==> config.mk <==
export PLATFORM = sky130hd
export DESIGN_NAME = sipo_deframer_flat
export DESIGN_NICKNAME = d
export VERILOG_FILES = /design/src/rtl/sipo_deframer_if.sv /design/src/rtl/sipo_deframer.sv /design/src/flat_wrapper.sv
export SDC_FILE = /design/constraint.sdc
export NUM_CORES = 1
export LEC_CHECK = 0
export ABC_AREA = 1
export CORE_AREA = 2 2 44 46
export CTS_CLUSTER_DIAMETER = 30
export DETAILED_ROUTE_END_ITERATION = 7
export DIE_AREA = 0 0 46 48
export PLACE_DENSITY = 0.69
export SLEW_MARGIN = 40
export SYNTH_ARGS = -nofsm -noshare
export SYNTH_HDL_FRONTEND = slang
export SYNTH_SLANG_ARGS = --single-unit
==> constraint.sdc <==
create_clock -name clk -period 1.4 [get_ports clk]
set_clock_uncertainty 0.2 [all_clocks]
set_input_delay 0.35 -clock clk [delete_from_list [all_inputs] [get_ports clk]]
set_output_delay 0.35 -clock clk [all_outputs]
set_load 0.1 [all_outputs]
==> src/rtl/sipo_deframer_if.sv <==
// -----------------------------------------------------------------------------
// sipo_deframer_if
//   Bundles the serial input stream, the valid/ready parallel output and the
//   status/error flags of the SIPO deframer.
//
//   master : the side that feeds serial bits, consumes words and clears flags
//            (link driver + parallel sink).
//   slave  : the deframer itself.
//
//   Signals
//     sin, sin_en, frame_start  serial bit, bit qualifier, first-bit marker
//     dout, dout_valid          assembled word and its valid flag
//     dout_ready                sink accepts dout this cycle
//     perr                      parity error for the word in dout
//     busy                      a frame is being shifted in
//     overrun, frame_err        sticky error flags
//     clr_err                   synchronous clear of the sticky flags
// -----------------------------------------------------------------------------
interface sipo_deframer_if #(
  parameter int WIDTH = 4
);
  logic             sin;
  logic             sin_en;
  logic             frame_start;
  logic [WIDTH-1:0] dout;
  logic             dout_valid;
  logic             dout_ready;
  logic             perr;
  logic             busy;
  logic             overrun;
  logic             frame_err;
  logic             clr_err;

  modport master (
    output sin, sin_en, frame_start, dout_ready, clr_err,
    input  dout, dout_valid, perr, busy, overrun, frame_err
  );

  modport slave (
    input  sin, sin_en, frame_start, dout_ready, clr_err,
    output dout, dout_valid, perr, busy, overrun, frame_err
  );
endinterface

==> src/rtl/sipo_deframer.sv <==
// -----------------------------------------------------------------------------
// sipo_deframer
//   Reassembles MSB-first framed serial bits into a WIDTH-bit word, optionally
//   followed by one even-parity bit, and presents each word on a registered
//   valid/ready output. Sticky flags report dropped words (overrun) and frames
//   aborted by an early frame_start (frame_err).
//
//   Parameters
//     WIDTH   data bits per frame (2..16)
//     PARITY  1 = one even-parity bit follows the data bits, 0 = none
//
//   Ports
//     clk  rising-edge clock
//     res  asynchronous active-high reset
//     bus  sipo_deframer_if.slave (serial input, word output, flags)
//
//   Every output comes straight from a flop; there is no combinational path
//   from any input to any output.
// -----------------------------------------------------------------------------
module sipo_deframer #(
  parameter int WIDTH  = 4,
  parameter int PARITY = 0
) (
  input  logic           clk,
  input  logic           res,
  sipo_deframer_if.slave bus
);

  // Frame length and supporting widths.
  localparam int N  = WIDTH + PARITY;
  localparam int SW = N - 1;            // bits held before the final bit arrives
  localparam int CW = $clog2(N + 1);

  localparam logic [0:0] IDLE  = 1'b0;
  localparam logic [0:0] SHIFT = 1'b1;

  logic [0:0]       state_q,     state_d;
  logic [SW-1:0]    shreg_q,     shreg_d;
  logic [CW-1:0]    cnt_q,       cnt_d;
  logic [WIDTH-1:0] dout_q,      dout_d;
  logic             valid_q,     valid_d;
  logic             perr_q,      perr_d;
  logic             busy_q,      busy_d;
  logic             overrun_q,   overrun_d;
  logic             frame_err_q, frame_err_d;

  logic             complete;
  logic             abort;
  logic             overrun_set;
  logic [N-1:0]     frame_word;

  // The final bit is never stored: it is merged with the held bits on the
  // completing edge, so the word is loaded straight into dout.
  assign frame_word = {shreg_q, bus.sin};

  // ---------------------------------------------------------------------------
  // Frame assembly FSM
  // ---------------------------------------------------------------------------
  always_comb begin
    // NOTE: every variable gets a default before the case so that no path
    // leaves it unassigned; otherwise synthesis infers a latch.
    state_d  = state_q;
    shreg_d  = shreg_q;
    cnt_d    = cnt_q;
    complete = 1'b0;
    abort    = 1'b0;

    case (state_q)
      IDLE: begin
        // Bits without frame_start are noise between frames and are ignored.
        if (bus.sin_en && bus.frame_start) begin
          shreg_d = SW'(bus.sin);
          cnt_d   = CW'(1);
          state_d = SHIFT;
        end
      end

      SHIFT: begin
        if (bus.sin_en) begin
          if (bus.frame_start) begin
            // Early frame_start, including one on the last bit position:
            // abandon the partial frame and restart with this bit as MSB.
            abort   = 1'b1;
            shreg_d = SW'(bus.sin);
            cnt_d   = CW'(1);
          end else if (cnt_q == CW'(N - 1)) begin
            complete = 1'b1;
            cnt_d    = '0;
            state_d  = IDLE;
          end else begin
            shreg_d = (shreg_q << 1) | SW'(bus.sin);
            cnt_d   = cnt_q + CW'(1);
          end
        end
      end

      default: state_d = IDLE;
    endcase
  end

  // ---------------------------------------------------------------------------
  // Output register, handshake and sticky flags
  // ---------------------------------------------------------------------------
  always_comb begin
    dout_d      = dout_q;
    valid_d     = valid_q;
    perr_d      = perr_q;
    overrun_set = 1'b0;

    if (complete) begin
      // A word may replace the held one only if the sink takes the old word
      // on this same edge; otherwise the new word is the one that is lost.
      if (!valid_q || bus.dout_ready) begin
        dout_d  = frame_word[N-1 -: WIDTH];
        perr_d  = (PARITY != 0) ? ^frame_word : 1'b0;
        valid_d = 1'b1;
      end else begin
        overrun_set = 1'b1;
      end
    end else if (valid_q && bus.dout_ready) begin
      valid_d = 1'b0;
    end

    // Set has priority over clear when both happen on the same edge.
    overrun_d   = overrun_set | (overrun_q   & ~bus.clr_err);
    frame_err_d = abort       | (frame_err_q & ~bus.clr_err);
    busy_d      = (state_d == SHIFT);
  end

  // NOTE: state is updated with non-blocking assignments so that every flop
  // samples the values from before the edge, independent of statement order.
  always_ff @(posedge clk or posedge res) begin
    if (res) begin
      state_q     <= IDLE;
      shreg_q     <= '0;
      cnt_q       <= '0;
      dout_q      <= '0;
      valid_q     <= 1'b0;
      perr_q      <= 1'b0;
      busy_q      <= 1'b0;
      overrun_q   <= 1'b0;
      frame_err_q <= 1'b0;
    end else begin
      state_q     <= state_d;
      shreg_q     <= shreg_d;
      cnt_q       <= cnt_d;
      dout_q      <= dout_d;
      valid_q     <= valid_d;
      perr_q      <= perr_d;
      busy_q      <= busy_d;
      overrun_q   <= overrun_d;
      frame_err_q <= frame_err_d;
    end
  end

  assign bus.dout       = dout_q;
  assign bus.dout_valid = valid_q;
  assign bus.perr       = perr_q;
  assign bus.busy       = busy_q;
  assign bus.overrun    = overrun_q;
  assign bus.frame_err  = frame_err_q;

endmodule

==> src/flat_wrapper.sv <==
// flat-port wrapper written by rule: the top's interface ports become plain ports
module sipo_deframer_flat 
#(
  parameter int WIDTH  = 4,
  parameter int PARITY = 0
)
  (clk, res, bus_sin, bus_sin_en, bus_frame_start, bus_dout_ready, bus_clr_err, bus_dout, bus_dout_valid, bus_perr, bus_busy, bus_overrun, bus_frame_err);
  sipo_deframer_if #(.WIDTH(WIDTH)) bus_i ();
  input  logic clk;
  input  logic res;
  input wire logic [$bits(bus_i.sin)-1:0] bus_sin;
  input wire logic [$bits(bus_i.sin_en)-1:0] bus_sin_en;
  input wire logic [$bits(bus_i.frame_start)-1:0] bus_frame_start;
  input wire logic [$bits(bus_i.dout_ready)-1:0] bus_dout_ready;
  input wire logic [$bits(bus_i.clr_err)-1:0] bus_clr_err;
  output wire logic [$bits(bus_i.dout)-1:0] bus_dout;
  output wire logic [$bits(bus_i.dout_valid)-1:0] bus_dout_valid;
  output wire logic [$bits(bus_i.perr)-1:0] bus_perr;
  output wire logic [$bits(bus_i.busy)-1:0] bus_busy;
  output wire logic [$bits(bus_i.overrun)-1:0] bus_overrun;
  output wire logic [$bits(bus_i.frame_err)-1:0] bus_frame_err;
  assign bus_i.sin = bus_sin;
  assign bus_i.sin_en = bus_sin_en;
  assign bus_i.frame_start = bus_frame_start;
  assign bus_i.dout_ready = bus_dout_ready;
  assign bus_i.clr_err = bus_clr_err;
  assign bus_dout = bus_i.dout;
  assign bus_dout_valid = bus_i.dout_valid;
  assign bus_perr = bus_i.perr;
  assign bus_busy = bus_i.busy;
  assign bus_overrun = bus_i.overrun;
  assign bus_frame_err = bus_i.frame_err;
  sipo_deframer #(.WIDTH(WIDTH), .PARITY(PARITY)) u_core (.clk(clk), .res(res), .bus(bus_i));
endmodule
Word level (Yosys, flattened, before mapping)
Cells that the tools add are included.
W data, S select, Z words.
{ "totals": {"output_inout_bits": 9, "elab_cells": 56, "in_bits": 7, "reg_bits": 14} }
{ "op_classes": {"n_addsub": 1, "reduce_logical": 9, "bitwise_logic": 7, "mux": 27, "n_eq_ne": 5} }
{ "op_table": {"columns": ["operator", "n"], "rows": [
  ["$mux W3", 8],
  ["$mux W1", 16],
  ["$pmux W3 S2", 2],
  ["$reduce_and A2 Y1", 3],
  ["$ne A2 B2 Y1 const B", 2],
  ["$add A3 B1 Y3 const B", 1],
  ["$eq A3 B2 Y1 const B", 1],
  ["$ne A3 B3 Y1 const B", 1],
  ["$or A3 B1 Y3", 1],
  ["$reduce_and A3 Y1", 1],
  ["$and A1 B1 Y1", 2],
  ["$logic_and A1 B1 Y1", 2],
  ["$ne A2 B1 Y1 const B", 1],
  ["$not A1 Y1", 2],
  ["$or A1 B1 Y1", 2],
  ["$pmux W1 S2", 1],
  ["$reduce_bool A2 Y1", 1],
  ["$logic_not A1 Y1", 1],
  ["$logic_or A1 B1 Y1", 1]
]} }

Logic depth before layout (Yosys ltp)
Gate-level depths: netlist of the first run.
{ "logic_depth": {"depth_word": 7, "ltp_mapped": 6, "mapped_depth_nobuf": 6} }

Worst setup path after synthesis of the first run
Ideal clock, no wire load.
{ "synth_path": {"path_type": "register -> register", "startpoint": "reg u_core.state_q", "endpoint": "reg u_core.dout_q[0] (netlist: u_core.bus.dout[0])", "t_required_ps": 1078, "setup_time_ps": 122, "period_less_slack_ps": 1914, "path_buffers": 0, "arrival_time_ps": 1592, "path_slack_ps": -514, "stages_incl_launch_ff": 6, "cell_sequence": "dfrtp_1 > nand2_2 > nor2_8 > nand3_4 > nand2_1 > nand2_1"} }
{ "synth_via": {"elab_chain_len": 2} }
{ "synth_lines": {"columns": ["element", "line_no", "text"], "rows": [
  ["start, declared", "sipo_deframer.sv:37", "logic [0:0] state_q, state_d;"],
  ["start signal, assigned", "sipo_deframer.sv:144", "state_q <= state_d;"],
  ["$mux W1", "sipo_deframer.sv:68", "case (state_q)"],
  ["$reduce_and A2 Y1 (no line)", null, null],
  ["end signal, assigned", "sipo_deframer.sv:147", "dout_q <= dout_d;"],
  ["end, declared", "sipo_deframer.sv:40", "logic [WIDTH-1:0] dout_q, dout_d;"]
]} }
No other way between the ends.
A chain may end at the register's enable or synchronous reset.

==> results of run 1 <==
## what timing repair did
action	4_1_cts	5_1_grt
buffers inserted	2	3
endpoints found under the setup margin	8	20
pin swaps	0	3
gates resized for setup	0	10
## stage by stage
stage          hold slack (ns)  std cells  worst slack (ns)  TNS [ns]
6_report                 0.154        111            -0.102    -0.409
5_1_grt                  0.183        111            -0.123    -0.686
4_1_cts                  0.166        108            -0.102    -0.423
3_5_place_dp             0.294        102            -0.287     -3.53
3_3_place_gp             0.277        102            -0.292     -3.43
2_1_floorplan           0.0389         69            0.0149         0
## synth_stat cells (all sizes together)
cell type,instances,share of area
nand2,25,0.16
dfrtp,14,0.54
inv,7,0.040
nand3,6,0.065
nand4,4,0.038
o21ai,3,0.029
nor2,2,0.048
a21oi,1,0.0076
a22o,1,0.013
buf,1,0.011
clkinv,1,0.0057
conb,1,0.0057
ha,1,0.019
o21a,1,0.011
o21bai,1,0.011
## power groups by stage
stage | Sequential, W | Clock, W | Combinational [W]
finish | 0.000612 | 0.000244 | 0.00109
global route | 0.000622 | 0.000266 | 0.00114
CTS | 0.000613 | 0.000246 | 0.00101
detailed placement | 0.000628 | 0 | 0.000986
global placement | 0.000625 | 0 | 0.000973
floorplan | 0.00102 | 0 | 0.000217
## sequential cells by signal, indices dropped and copies added (netlist names)
signal / cells
u_core.state_q: 1
u_core.shreg_q: 3
u_core.cnt_q: 3
u_core.bus.frame_err: 1
u_core.bus.dout_valid: 1
u_core.bus.overrun: 1
u_core.bus.dout: 4
## cells by family after synthesis
kind of cell,share of synthesized area
DFF,0.535
buffers and inverters,0.0574
AOI/OAI and AO/OA,0.0727
and+or+nand+nor,0.310
other,0.00573
adders and majority gates,0.0191
## per-layer routing
layer	vias up	wire, um	global-route usage
met2	15	651	0.244
li1	274	-	-
met1	248	591	0.141
met3	5	56	0.0264
met4	0	31	0.0857
met5	-	0	0
## worst max-delay path by stage
stage                                            startpoint                              to  slack (ns)  cells after the start
after floorplan                    u_core.state_q$_DFF_PP0_  u_core.bus.dout[0]$_DFFE_PP0P_        0.01                      5
final                              u_core.state_q$_DFF_PP0_                        bus_busy       -0.10                      1
after detailed placement                    bus_frame_start   u_core.shreg_q[2]$_DFFE_PP0P_       -0.29                      4
after CTS                          u_core.state_q$_DFF_PP0_                        bus_busy       -0.10                      1
after global placement                           bus_sin_en  u_core.bus.dout[1]$_DFFE_PP0P_       -0.29                      6
after global routing      u_core.bus.dout_valid$_DFFE_PP0P_                  bus_dout_valid       -0.12                      1
## layout make-up
cell class / count / area [um2]
Clock buffer: 4 / 26.3
Fill cell: 128 / 661
Inverter: 8 / 30.0
Multi-Input combinational cell: 46 / 300
Sequential cell: 14 / 365
Tap cell: 17 / 21.3
Timing Repair Buffer: 22 / 285
## tightest hold or removal path, cell delays in order
cell and delay [ns]:
clkdlybuf4s50_1 0.39, inv_1 0.05, buf_4 0.21
==> results.md, run 1 <==
- Logic gate share of total power: 0.561
- Synthesis Warnings: 0
- WP buf/inv: 1
- Layout cells sized above 1: 0.468
- Num CTS Buffers: 3
- Arr. time, crit path: about 0.95 ns
- Vias in the first global route: around 510
- Cells after Synth: a little under 70
- Routed len/inst: between 10 and 15 um
- FF+latch count, synth: 14
- Rows: 15
- Drt first-iter violations: 5
- Cell area after layout: about 1000 um2
- Worst Path Required: about 0.85 ns
- Final number of max-transition violations: 0
- CTS tree: done
- Post-route ant nets: 0
- CP max stage delay: 0.50 ns
- Reg-to-reg startpoint: u_core.cnt_q[1]$_DFFE_PP0P_
- Util after Layout: 0.609
- First-pass GRT wire length: between 2000 and 2500 um
- Post-Syn Area per Cell: 9.48 um2
- Most common cell after layout, fill and taps aside: nand2_1
- Die width: 46 um
- Area grow syn2layout: 57.2%
- Worst-path fanout max: 2
- Highest Clock Rate: around 670 MHz
- # diodes: 0
- Total vias in the final route: between 500 and 600
- Area after DPL: ~930 um2
- Critical-path cell list: buf_12
- Final setup margin: -0.102 ns
- Nets: between 100 and 150
- Most frequent cells in the layout: nand2_1, buf_12, buf_4, nand2_2
- Top Family by Delay on Critical Path: flip-flops
- I/O Pins: 16
- RR Endpoint: u_core.bus.dout[2]$_DFFE_PP0P_
- Clock Power Share: 0.125
- Final setup fails: 8
- R2R cell count: 6
- Die area: around 2200 um2
- Status: finished with violations
- Seq/Total Area, Yosys: 0.535
- Root Buffer: clkbuf_4
- Core area: ~1700 um2
- Initial core utilization: 0.387
- Vias per cell: a little under 5
- Max VDD drop: slightly above 0.7 mV
- Worst-path clk slew: roughly 0.090 ns
- Gr ovfl total: 0
- Net Sw Frac: 0.466
- Failing checks: negative setup slack
- Min-Delay Path Class: in2async
- CTS Sinks: 14
- Net Sw Power: ~0.00091 W
- Drt first pass iters: 4
- Port Buffers: 14
- Library cells used by synthesis: 20
- Max Cap Violations: 0
- GR Util All Layers: 0.134
- Clock latency at the later pin of the worst-skew pair: ~0.28 ns
- GP Congestion: 0.748
- Period utilisation layout: 1.07
- Synthesized Nets: just under 80
- Flop pwr share: 0.314
- Initial antenna violation count: 0
- Chip height: about 48 um
- Leak pwr: approximately 0.5 nW
- Largest net degree at the start of global routing: 15
- CP startpoint kind: flop
- DR DRC count: 0
- Hold buffer count at CTS: 0
- Final wirelength: 1330 um
- Hpwl dp: approximately 950 um
- Syn Std Cell Area: between 600 and 700 um2
- P_int: a little over 0.001 W
- Pwr per Cell Area: approximately 1900 nW/um2
- CP Capture Type: output port
- Final worst path period need: approximately 1.5 ns
- Overall power: 0.00195 W
- Final Hold Fails: 0
- CTS max path bufs: 2
- Unrepaired setup endpoints after global routing: true
- R2R Setup Slk: about 0.020 ns
- Critical path's slowest cell: dfrtp_4
- Crit Path Class: reg2out
- CTS H-tree lvls: 1
Note: power is estimated with default switching activity, not from simulation.
==> run 2: changes to the inputs <==
--- a/config.mk
+++ b/config.mk
@@ -6,11 +6,12 @@
 export NUM_CORES = 1
 export LEC_CHECK = 0
 export ABC_AREA = 1
+export ABC_CLOCK_PERIOD_IN_PS = 1400
 export CORE_AREA = 2 2 44 46
 export CTS_CLUSTER_DIAMETER = 30
 export DETAILED_ROUTE_END_ITERATION = 7
 export DIE_AREA = 0 0 46 48
-export PLACE_DENSITY = 0.69
+export PLACE_DENSITY = 0.65
 export SLEW_MARGIN = 40
 export SYNTH_ARGS = -nofsm -noshare
 export SYNTH_HDL_FRONTEND = slang
==> run 2 against run 1 <==
Net effect:
- the flow still finishes with violations (negative setup slack)
- flip-flop and latch count did not move
- worst setup slack improved by 0.00067 ns
- final area grew 5.0%
- worst hold slack improved by 0.011 ns
- via count increased by 1.8%
- non-clock buffer count up 2
- power increased by 5.3%
- routed wire length is 1.1% higher
- sequential power is 2% higher
- combinational power rose by 4%
- largest cell class unchanged
==> results.md, run 2 (same netlist as run 1, synthesis figures left out) <==
- Net Sw Frac: 0.453 (was 0.466)
- Flip-flop count of the largest register after layout: 4 (unchanged)
- Vias per cell: 4.88 (about the same)
- Final setup margin: -0.101 ns (was -0.102 ns)
- Reg-to-reg startpoint: u_core.state_q$_DFF_PP0_ (was u_core.cnt_q[1]$_DFFE_PP0P_)
- CP startpoint kind: flop (unchanged)
- CP Capture Type: output port (unchanged)
- Arr. time, crit path: 0.95 ns (about the same)
- Worst path depth: 1 (unchanged)
- Routed len/inst: 11.9 um (was 12.0 um)
- CTS tree: done (unchanged)
- CP max stage delay: 0.50 ns (about the same)
- Max Cap Violations: 0 (unchanged)
- Number of cells after detailed placement: 102 (unchanged)
- Worst-path fanout max: 2 (unchanged)
- Initial core utilization: 0.387 (unchanged)
- Hold buffer count at CTS: 0 (unchanged)
- Overall power: 0.00205 W (was 0.00195 W)
- Final worst path period need: 1.50 ns (about the same)
- Most frequent cells in the layout: nand2_1, buf_4, buf_12, dfrtp_2, dfrtp_1 (was nand2_1, buf_12, buf_4, nand2_2)
- R2R Setup Slk: -0.06 ns (was 0.02 ns)
- Port Buffers: 14 (unchanged)
- Gr ovfl total: 0 (unchanged)
- GP Congestion: 0.794 (was 0.748)
- Worst Path Required: 0.85 ns (about the same)
- Total vias in the final route: 552 (was 542)
- Layout cells sized above 1: 0.490 (was 0.468)
- CTS Sinks: 14 (unchanged)
- Clock latency at the later pin of the worst-skew pair: 0.28 ns (about the same)
- Vias in the first global route: 515 (was 505)
- Num CTS Buffers: 3 (unchanged)
- Period utilisation layout: 1.07 (about the same)
- Critical path's slowest cell: dfrtp_4 (unchanged)
- Die width: 46 um (unchanged)
- Rows: 15 (unchanged)
- Final wirelength: 1350 um (was 1330 um)
- First-pass GRT wire length: 2180 um (was 2060 um)
- Largest net degree at the start of global routing: 15 (unchanged)
- Chip height: 48 um (unchanged)
- Min-Delay Path Class: in2async (unchanged)
- Hpwl dp: 988 um (was 955 um)
- Pwr per Cell Area: 1900 nW/um2 (was 1890 nW/um2)
- R2R cell count: 7 (was 6)
- Max VDD drop: 1.02 mV (was 0.708 mV)
- Highest Clock Rate: 666 MHz (about the same)
- RR Endpoint: u_core.bus.dout[0]$_DFFE_PP0P_ (was u_core.bus.dout[2]$_DFFE_PP0P_)
- Crit Path Class: reg2out (unchanged)
- Setup crit end: bus_busy (unchanged)
- Logic gate share of total power: 0.553 (was 0.561)
- Critical-path cell list: buf_12 (unchanged)
- CTS H-tree lvls: 1 (unchanged)
- Net Sw Power: 0.000930 W (was 0.000909 W)
- Top Family by Delay on Critical Path: flip-flops (unchanged)
- Filler cells: 136 (was 128)
- P_int: 0.00112 W (was 0.00104 W)
- DR DRC count: 0 (unchanged)
- Final number of max-transition violations: 0 (unchanged)
- Core area: 1690 um2 (unchanged)
- Unrepaired setup endpoints after global routing: true (unchanged)
- WP buf/inv: 1 (unchanged)
- Util after Layout: 0.639 (was 0.609)
- Most common cell after layout, fill and taps aside: nand2_1 (unchanged)
- Area grow syn2layout: 65.0% (was 57.2%)
- Layout Cells excl Fill: 113 (was 111)
- I/O Pins: 16 (unchanged)
- Root Buffer: clkbuf_4 (unchanged)
- Nets: 105 (was 103)
- Status: finished with violations (unchanged)
- Final setup fails: 13 (was 8)
- Post-route ant nets: 0 (unchanged)
- Clock Power Share: 0.143 (was 0.125)
- GR Util All Layers: 0.145 (was 0.134)
- Drt first-iter violations: 4 (was 5)
- Die area: 2210 um2 (unchanged)
- CP Launch Point: u_core.state_q$_DFF_PP0_ (unchanged)
- CTS max path bufs: 2 (unchanged)
- Leak pwr: 0.520 nW (was 0.499 nW)
- Drt first pass iters: 4 (unchanged)
- Final Hold Fails: 0 (unchanged)
- Failing checks: negative setup slack (unchanged)
- Initial antenna violation count: 0 (unchanged)
- Worst-path clk slew: 0.09 ns (about the same)
- # diodes: 0 (unchanged)
- Flop pwr share: 0.304 (was 0.314)
## run 2: changes by cell type in the layout (fill, tap and decap cells not counted), sizes merged
cell,change
buf,+2
dlymetal6s2s,-1
dlygate4sd2,+1
## run 2: power by group through the flow
stage / logic, W / clock network (W) / registers (W)
final: 0.00113 / 0.000293 / 0.000623
after detailed placement: 0.000989 / 0 / 0.000630
after global routing: 0.00120 / 0.000322 / 0.000633
after global placement: 0.000975 / 0 / 0.000626
after CTS: 0.00101 / 0.000298 / 0.000613
after floorplan: 0.000217 / 0 / 0.00102
## run 2: worst min path at each step
stage	start	to	slack [ns]	cells past startpoint
CTS	res	u_core.bus.dout_valid$_DFFE_PP0P_	0.18	3
detailed placement	u_core.cnt_q[0]$_DFFE_PP0P_	u_core.cnt_q[0]$_DFFE_PP0P_	0.29	1
finish	res	u_core.state_q$_DFF_PP0_	0.16	3
global placement	u_core.cnt_q[0]$_DFFE_PP0P_	u_core.cnt_q[0]$_DFFE_PP0P_	0.28	1
global route	res	u_core.shreg_q[0]$_DFFE_PP0P_	0.17	3
floorplan	res	u_core.cnt_q[0]$_DFFE_PP0P_	0.04	1
## run 2: layout make-up
type,instances,area [um2],area share
Inverter,8,32.5,0.0301
Tap cell,17,21.3,0.0197
Sequential cell,14,365,0.338
Clock buffer,4,36.3,0.0336
Multi-Input combinational cell,46,324,0.300
Timing Repair Buffer,24,300,0.278
## run 2: what timing repair did
| item | CTS | global route |
|---|---|---|
| gates resized for setup | 1 | 13 |
| pin swaps | 0 | 3 |
| setup buffers | 2 | 5 |
| endpoints found under the setup margin | 11 | 18 |
| hold endpoints to repair | 0 | 0 |
## run 2: per-stage QoR
step | setup slack, ns | area (um2) | TNS (ns) | hold slack (ns)
after floorplan | 0.0149 | 677 | 0 | 0.0389
after global placement | -0.299 | 933 | -3.55 | 0.282
after detailed placement | -0.304 | 933 | -3.77 | 0.292
after CTS | -0.102 | 983 | -0.443 | 0.175
after global routing | -0.125 | 1080 | -1.33 | 0.175
final | -0.101 | 1080 | -0.640 | 0.164
## run 2: routing by layer
layer	global-route usage	vias to the layer above	wire [um]
li1	-	272	-
met1	0.176	260	613
met2	0.233	16	617
met3	0.0264	4	75
met4	0.103	0	38
met5	0	-	0
